`src/rtl/shift_sequencer.sv`:
```
// Multi-cycle barrel shifter: one power-of-two stage per clock, MSB stage first; arithmetic right / logical left.
// Latency: OUT_VALID rises exactly AMT_W edges after the accept edge, for every shift amount.
// Backpressure: result held in DONE until OUT_READY; IN_READY only in IDLE, so operations never overlap.
module shift_sequencer #(
    parameter int DATA_W = 32,
    parameter int AMT_W  = 5
) (
    input  logic              CLK,
    input  logic              RST,
    input  logic              IN_VALID,
    output logic              IN_READY,
    input  logic              SH_DIR,
    input  logic [AMT_W-1:0]  SH_AMT,
    input  logic [DATA_W-1:0] D_IN,
    output logic              OUT_VALID,
    input  logic              OUT_READY,
    output logic [DATA_W-1:0] D_OUT
);

    localparam int STG_W = (AMT_W > 1) ? $clog2(AMT_W) : 1;

    typedef enum logic [1:0] {
        IDLE  = 2'd0,
        SHIFT = 2'd1,
        DONE  = 2'd2
    } state_t;

    state_t            state_q, state_d;
    logic [STG_W-1:0]  stg_q, stg_d;
    logic              dir_q, dir_d;
    logic [AMT_W-1:0]  amt_q, amt_d;
    logic [DATA_W-1:0] d_out_q, d_out_d;
    logic              out_valid_q, out_valid_d;
    logic [DATA_W-1:0] stage_val;

    // Each stage index selects one fixed-distance shift; skipped when its amount bit is clear.
    always_comb begin
        stage_val = d_out_q;
        for (int i = 0; i < AMT_W; i++) begin
            if ((stg_q == STG_W'(i)) && amt_q[i]) begin
                if (dir_q) begin
                    stage_val = DATA_W'($signed(d_out_q) >>> (1 << i));
                end else begin
                    stage_val = d_out_q << (1 << i);
                end
            end
        end
    end

    always_comb begin
        state_d     = state_q;
        stg_d       = stg_q;
        dir_d       = dir_q;
        amt_d       = amt_q;
        d_out_d     = d_out_q;
        out_valid_d = out_valid_q;
        case (state_q)
            IDLE: begin
                if (IN_VALID) begin
                    d_out_d = D_IN;
                    dir_d   = SH_DIR;
                    amt_d   = SH_AMT;
                    stg_d   = STG_W'(AMT_W - 1);
                    state_d = SHIFT;
                end
            end
            SHIFT: begin
                d_out_d = stage_val;
                if (stg_q == '0) begin
                    state_d     = DONE;
                    out_valid_d = 1'b1;
                end else begin
                    stg_d = stg_q - 1'b1;
                end
            end
            DONE: begin
                if (OUT_READY) begin
                    out_valid_d = 1'b0;
                    state_d     = IDLE;
                end
            end
            default: begin
                state_d     = IDLE;
                out_valid_d = 1'b0;
            end
        endcase
    end

    always_ff @(posedge CLK) begin
        if (RST) begin
            state_q     <= IDLE;
            stg_q       <= '0;
            dir_q       <= 1'b0;
            amt_q       <= '0;
            d_out_q     <= '0;
            out_valid_q <= 1'b0;
        end else begin
            state_q     <= state_d;
            stg_q       <= stg_d;
            dir_q       <= dir_d;
            amt_q       <= amt_d;
            d_out_q     <= d_out_d;
            out_valid_q <= out_valid_d;
        end
    end

    assign IN_READY  = (state_q == IDLE) && !RST;
    assign OUT_VALID = out_valid_q;
    assign D_OUT     = d_out_q;

endmodule
```
`config.mk`:
```
export PLATFORM = sky130hd
export DESIGN_NAME = shift_sequencer
export DESIGN_NICKNAME = d
export VERILOG_FILES = /design/src/rtl/shift_sequencer.sv
export SDC_FILE = /design/constraint.sdc
export NUM_CORES = 1
export LEC_CHECK = 0
export ABC_CLOCK_PERIOD_IN_PS = 2300
export CAP_MARGIN = 0
export CORE_MARGIN = 5
export CORE_UTILIZATION = 54
export DETAILED_ROUTE_END_ITERATION = 16
export PLACE_DENSITY = 0.86
export SETUP_SLACK_MARGIN = 0.05
export SYNTH_ARGS = -nofsm -noshare
export SYNTH_HDL_FRONTEND = slang
export SYNTH_SLANG_ARGS = --single-unit
```
`constraint.sdc`:
```
create_clock -name CLK -period 2.3 [get_ports CLK]
set_input_delay 0.69 -clock CLK [delete_from_list [all_inputs] [get_ports CLK]]
set_output_delay 0.69 -clock CLK [all_outputs]
set_load 0.05 [all_outputs]
```
## Word level (Yosys, flattened, before mapping)

Cells that the tools add are included.

| word-level totals | value |
|---|---|
| word-level logic and storage cells | 63 |
| register bits after elaboration | 44 |
| memories kept | 0 |
| input bits | 42 |
| bits in latches | 0 |
| bits in writable memories | 0 |
| memory bits (read-only) | 0 |
| output and inout bits | 34 |

| operators by class | value |
|---|---|
| div/mod/pow operators | 0 |
| reduce and logical (&&, ||, !) cells | 16 |
| shifts and indexed selects | 0 |
| multipliers | 0 |
| equal/unequal tests | 16 |
| muxes and demuxes | 22 |
| $add $sub $neg | 1 |
| bitwise operators | 1 |
| magnitude comparators | 0 |

Operator list:

| kind | number |
|---|---|
| 32-bit two-way mux | 11 |
| 32-bit case mux with 2 select lines | 1 |
| 3-bit inequality test, second input constant | 5 |
| 3-bit AND reduction | 4 |
| 2-bit inequality test, second input constant | 4 |
| 8-bit AND reduction | 1 |
| 3-bit by 2-bit == test with 1-bit output, second input constant | 2 |
| 1-bit logical AND | 6 |
| 2-bit two-way mux | 3 |
| 3-bit two-way mux | 2 |
| 6-bit inequality test, second input constant | 1 |
| 2-bit case mux with 3 select lines | 1 |
| 3-bit case mux with 2 select lines | 1 |
| 3-bit by 1-bit == test with 1-bit output, second input constant | 1 |
| 3-bit == test, second input constant | 1 |
| 3-bit zero test | 1 |
| 1-bit case mux with 3 select lines | 1 |
| 3-bit by 1-bit subtractor with 3-bit output, second input constant | 1 |
| 2-bit by 1-bit == test with 1-bit output, second input constant | 1 |
| 2-bit == test, second input constant | 1 |
| 2-bit zero test | 1 |
| 1-bit two-way mux | 2 |
| 2-bit AND reduction | 1 |
| 2-bit nonzero test | 1 |
| other kinds (2) | 2 |

## Longest topological paths before layout

| logic depth | value |
|---|---|
| depth in word-level cells | 8 |
| gate-level depth with buffers | 9 |
| mapped depth without buffers | 7 |

## Worst setup path before layout

No wires, ideal clock.

| timing path | value |
|---|---|
| path kind | input to output |
| start | input RST |
| end | output IN_READY |
| data required time | 1.610 ns |
| stages | 3 |
| arrival time | 2.137 ns |
| buffers on the path | 2 |
| setup slack | -0.527 ns |
| path through | clkbuf_1 buf_1 nor3_1 |

| between the ends | value |
|---|---|
| longest elaborated chain between the ends | 2 |

Ends and longest elaborated chain:

| element | line | RTL |
|---|---|---|
| from (decl) | 9 | `input logic RST,` |
| 1-bit zero test | 107 | `assign IN_READY = (state_q == IDLE) && !RST;` |
| 1-bit logical AND | 107 |  |
| to (decl) | 11 | `output logic IN_READY,` |

Every way passes these cells.

## Worst setup path in the final report

| timing path | value |
|---|---|
| start | register stg_q[0] |
| end | register d_out_q[14] (netlist: D_OUT[14]) |

| between the ends | value |
|---|---|
| longest elaborated chain between the ends | 7 |
| elaborated cells on any way between the ends | 17 |
| classes of those cells | eq/ne (5); mux (5); reduce/logical (7) |

Ends and longest elaborated chain:

| element | line | RTL |
|---|---|---|
| from (decl) | 29 | `logic [STG_W-1:0] stg_q, stg_d;` |
| from (signal assigned) | 99 | `stg_q <= stg_d;` |
| 3-bit by 1-bit == test with 1-bit output | 40 | `if ((stg_q == STG_W'(i)) && amt_q[i]) begin` |
| 1-bit logical AND | 40 |  |
| 32-bit two-way mux (4 in a row) | 40 |  |
| 32-bit case mux with 2 select lines | 57 | `case (state_q)` |
| to (signal assigned) | 102 | `d_out_q <= d_out_d;` |
| to (decl) | 32 | `logic [DATA_W-1:0] d_out_q, d_out_d;` |

Several ways; a longest one is shown, not always the timed one.
A chain may end at the register's enable or synchronous reset.

==> results.sh <==
export IMPL_status="finished, final reports clean"
export IMPL_reg2reg_to="D_OUT[14]"
export IMPL_die_h_um=96.6
export IMPL_max_slew_margin_pct=65.2
export IMPL_hold_ws_ps=486
export IMPL_pwr_share_seq_pct=33.4
export IMPL_drv_cap=0
export IMPL_final_cell_mix="buf_4 (105), nand2_1 (72), a21oi_1 (46), nor2_1 (44), clkdlybuf4s50_1 (41)"
export IMPL_crit_path_cell_trace="inv_1, ha_1, and3_2, buf_4, a22o_1, a311oi_2, o21ai_1, a311oi_1"
export IMPL_r2r_start="stg_q[0]"
export IMPL_hp_class="reg2reg"
export IMPL_drt_iter0_markers=790
export IMPL_postCtsHoldBufs=0
export IMPL_slowest_delay_ps=380
export IMPL_ff2ff_setup_slack_ps=100
export IMPL_fin_cells=729
export IMPL_worstSkewPairLatency_ps=310
export IMPL_n_fill_cell=545
export IMPL_cp_data_required_time_ps=2510
export IMPL_async_flop_share_pct=0
export IMPL_seqCellArea_um2=888
export IMPL_tritoncts="done"
export IMPL_port_buffers=75
export IMPL_worstSetupEndpoint="D_OUT[14]"
export IMPL_wl_per_cell_um=22.1
export IMPL_rsz0062_at_grt="true"
export IMPL_finClkSkew_ps=17.2
export IMPL_clock_sinks=44
export IMPL_endpoint_kind="register"
export IMPL_pwr_share_clk_pct=20.0
export IMPL_synthFlopType="dfxtp_1"
export IMPL_layout_commonest_cell="buf_4"
export IMPL_finalWorstSetupSlack_ps=100
export IMPL_avgSynthCellArea_um2=7.71
export IMPL_ant_nets=0
export IMPL_fin_crit_sh_pct=95.6
export IMPL_slowest_stage="dfxtp_2"
export IMPL_drc=0
export IMPL_switching_share_pct=43.6
export IMPL_rows=31
export IMPL_vias=5011
export IMPL_vias_per_cell=6.87
export IMPL_clock_root_buffer="clkbuf_8"
export IMPL_fmax_mhz=455
export IMPL_wirelength_um=16100
export IMPL_multi_input_area_mm2=0.00297
export IMPL_critPathLaunch="stg_q[0]"
export IMPL_synth_cell_types=62
export IMPL_yosysWarnings=0
export IMPL_seq_area_frac_synth_pct=21.8
export IMPL_dpl_instance_area_mm2=0.00519
export IMPL_p_int_mw=1.78
export IMPL_htreeDepth=2
export IMPL_dieArea_mm2=0.00933
export IMPL_min_period_ps=2200
export IMPL_crit_path_start_kind="register"
export IMPL_grt_start_max_net_pins=27
export IMPL_grt_pass1_wl_um=25200
export IMPL_syn_inst=525
export IMPL_leakage_nw=2.10
export IMPL_core_area_mm2=0.00729
export IMPL_die_w_um=96.6
export IMPL_nNetsFinal=676
export IMPL_grt_pass1_vias=4791
export IMPL_num_antenna_cells=0
export IMPL_fin_area_mm2=0.00539
export IMPL_combPwrFrac_pct=46.6
export IMPL_antenna_found_initial=0
export IMPL_drive_gt1_share_pct=25.9
export IMPL_pre_cts_ws_ps=-154
export IMPL_power_total_mw=3.16
export IMPL_slew_viol_final=0
export IMPL_hpwl_um=12000
export IMPL_setup_violations=0
export IMPL_worstRegToRegCells=8
export IMPL_syn_nets=572
export IMPL_start_util_pct=55.5
export IMPL_place_congestion=1.06
export IMPL_cts_buffers=5
export IMPL_gr_total_overflow=0
export IMPL_path_delay_family="compound AO/OA/AOI/OAI gates"
export IMPL_critPathBufInv=2
export IMPL_vdd_drop_max_v=0.000371
export IMPL_boundaryPins=76
export IMPL_syn_cell_area_mm2=0.00405
export IMPL_ctsLongestPathBuffers=2
export IMPL_worstMarginPinSlew_ps=508
export IMPL_synth_edff_count=0
export IMPL_dr_pass1_iters=6
export IMPL_worst_path_max_fanout=6
export IMPL_clk_pin_slew_worst_paths_ps=100
export IMPL_switchingPower_mw=1.38
export IMPL_p_per_area_mw_per_mm2=586
export IMPL_worst_path_stages=8
export IMPL_syn_to_final_growth_pct=33.2
export IMPL_dp_cells=719
export IMPL_grt_usage_pct=35.2
export IMPL_hold_viol_final=0
export IMPL_worstSetupPathType="reg2reg"
export IMPL_synth_seq_cells=44
export IMPL_cp_arrival_ps=2410
[power by group through the flow]
stage,Sequential (mW),Combinational [mW],Clock [mW]
finish,1.06,1.47,0.632
global route,1.06,1.57,0.664
CTS,1.03,1.44,0.628
detailed placement,1.05,1.42,0
global placement,1.05,1.40,0
floorplan,1.22,0.691,0
[layer usage]
metal  wire (um)  GRT usage, %  share of wire, %
met2        7060          55.2                44
met1        6170          45.9                38
met4         672          13.9               4.2
met5           0             0                 0
met3        2220          9.91                14
[per-stage QoR]
step	setup TNS, ps	utilization, %
after detailed placement	-804	71.1
after floorplan	0	-
after CTS	0	73.1
final	0	74.0
after global placement	-213	71.1
after global routing	0	74.0
[logic make-up (layout without fill, tap and decap cells)]
| group | count (synthesis) | in the layout | synth area share, % |
|---|---|---|---|
| compound gates | 202 | 202 | 34.7 |
| xor+xnor | 1 | 1 | 0.216 |
| fa+ha+maj | 5 | 5 | 1.55 |
| buf+inv | 63 | 168 | 6.83 |
| flops | 44 | 44 | 21.8 |
| mux | 26 | 26 | 13.2 |
| simple gates | 184 | 184 | 21.8 |
[synth_stat cells, drive strengths merged (3+ instances only)]
cell type / n / share of area [%]
ha: 5 / 1.5
nand3: 9 / 1.1
a211oi: 18 / 3.3
mux2i: 4 / 0.99
o32ai: 10 / 2.2
o211ai: 5 / 0.93
a21boi: 6 / 1.1
nor2: 45 / 4.2
a22o: 5 / 1.1
clkbuf: 28 / 2.6
nor4: 3 / 0.46
and2: 5 / 0.77
dfxtp: 44 / 22
nand4: 4 / 0.62
o22ai: 5 / 0.77
o2bb2ai: 10 / 2.2
a21oi: 47 / 5.9
and3b: 5 / 1.1
o21ai: 31 / 3.9
nand3b: 3 / 0.87
mux4: 21 / 12
nand2: 72 / 6.7
a31oi: 11 / 1.7
a21o: 3 / 0.56
nand2b: 9 / 1.4
o21a: 3 / 0.56
a2111oi: 8 / 2.0
nor2b: 9 / 1.4
nor3: 10 / 1.2
a22oi: 13 / 2.4
a311oi: 12 / 2.6
buf: 26 / 3.4
o31ai: 3 / 0.68
inv: 9 / 0.83
[worst reg2reg max path, stage by stage, from the launching register on]
cell	delay [ps]
dfxtp_2	380
inv_1	110
ha_1	250
and3_2	280
buf_4	180
a22o_1	220
a311oi_2	260
o21ai_1	150
a311oi_1	280
[how the worst min path moves through the flow]
stage	from	end	depth (start not counted)
2_1_floorplan	amt_q[0]	amt_q[0]	2
6_report	amt_q[0]	amt_q[0]	2
3_5_place_dp	amt_q[0]	amt_q[0]	2
3_3_place_gp	amt_q[0]	amt_q[0]	2
5_1_grt	amt_q[0]	amt_q[0]	2
4_1_cts	amt_q[0]	amt_q[0]	2
[registers in the layout, indices dropped and copies added (netlist names)]
register / cells
state_q: 2
dir_q: 1
OUT_VALID: 1
stg_q: 3
amt_q: 5
D_OUT: 32
[layout make-up]
type / instances / share of cell area [%]
Clock buffer: 5 / 1.28
Inverter: 9 / 0.626
Multi-Input combinational cell: 418 / 55.0
Tap cell: 99 / 2.30
Clock inverter: 3 / 0.789
Timing Repair Buffer: 151 / 23.5
Sequential cell: 44 / 16.5
[repair_timing]
| action | in CTS | in global routing |
|---|---|---|
| buffers inserted | 2 | 0 |
| resized for setup | 6 | 22 |
| endpoints found under the hold margin | 0 | 0 |
| pin swaps | 0 | 3 |
| endpoints found under the setup margin | 8 | 21 |
Note: power is estimated with default switching activity, not from simulation.
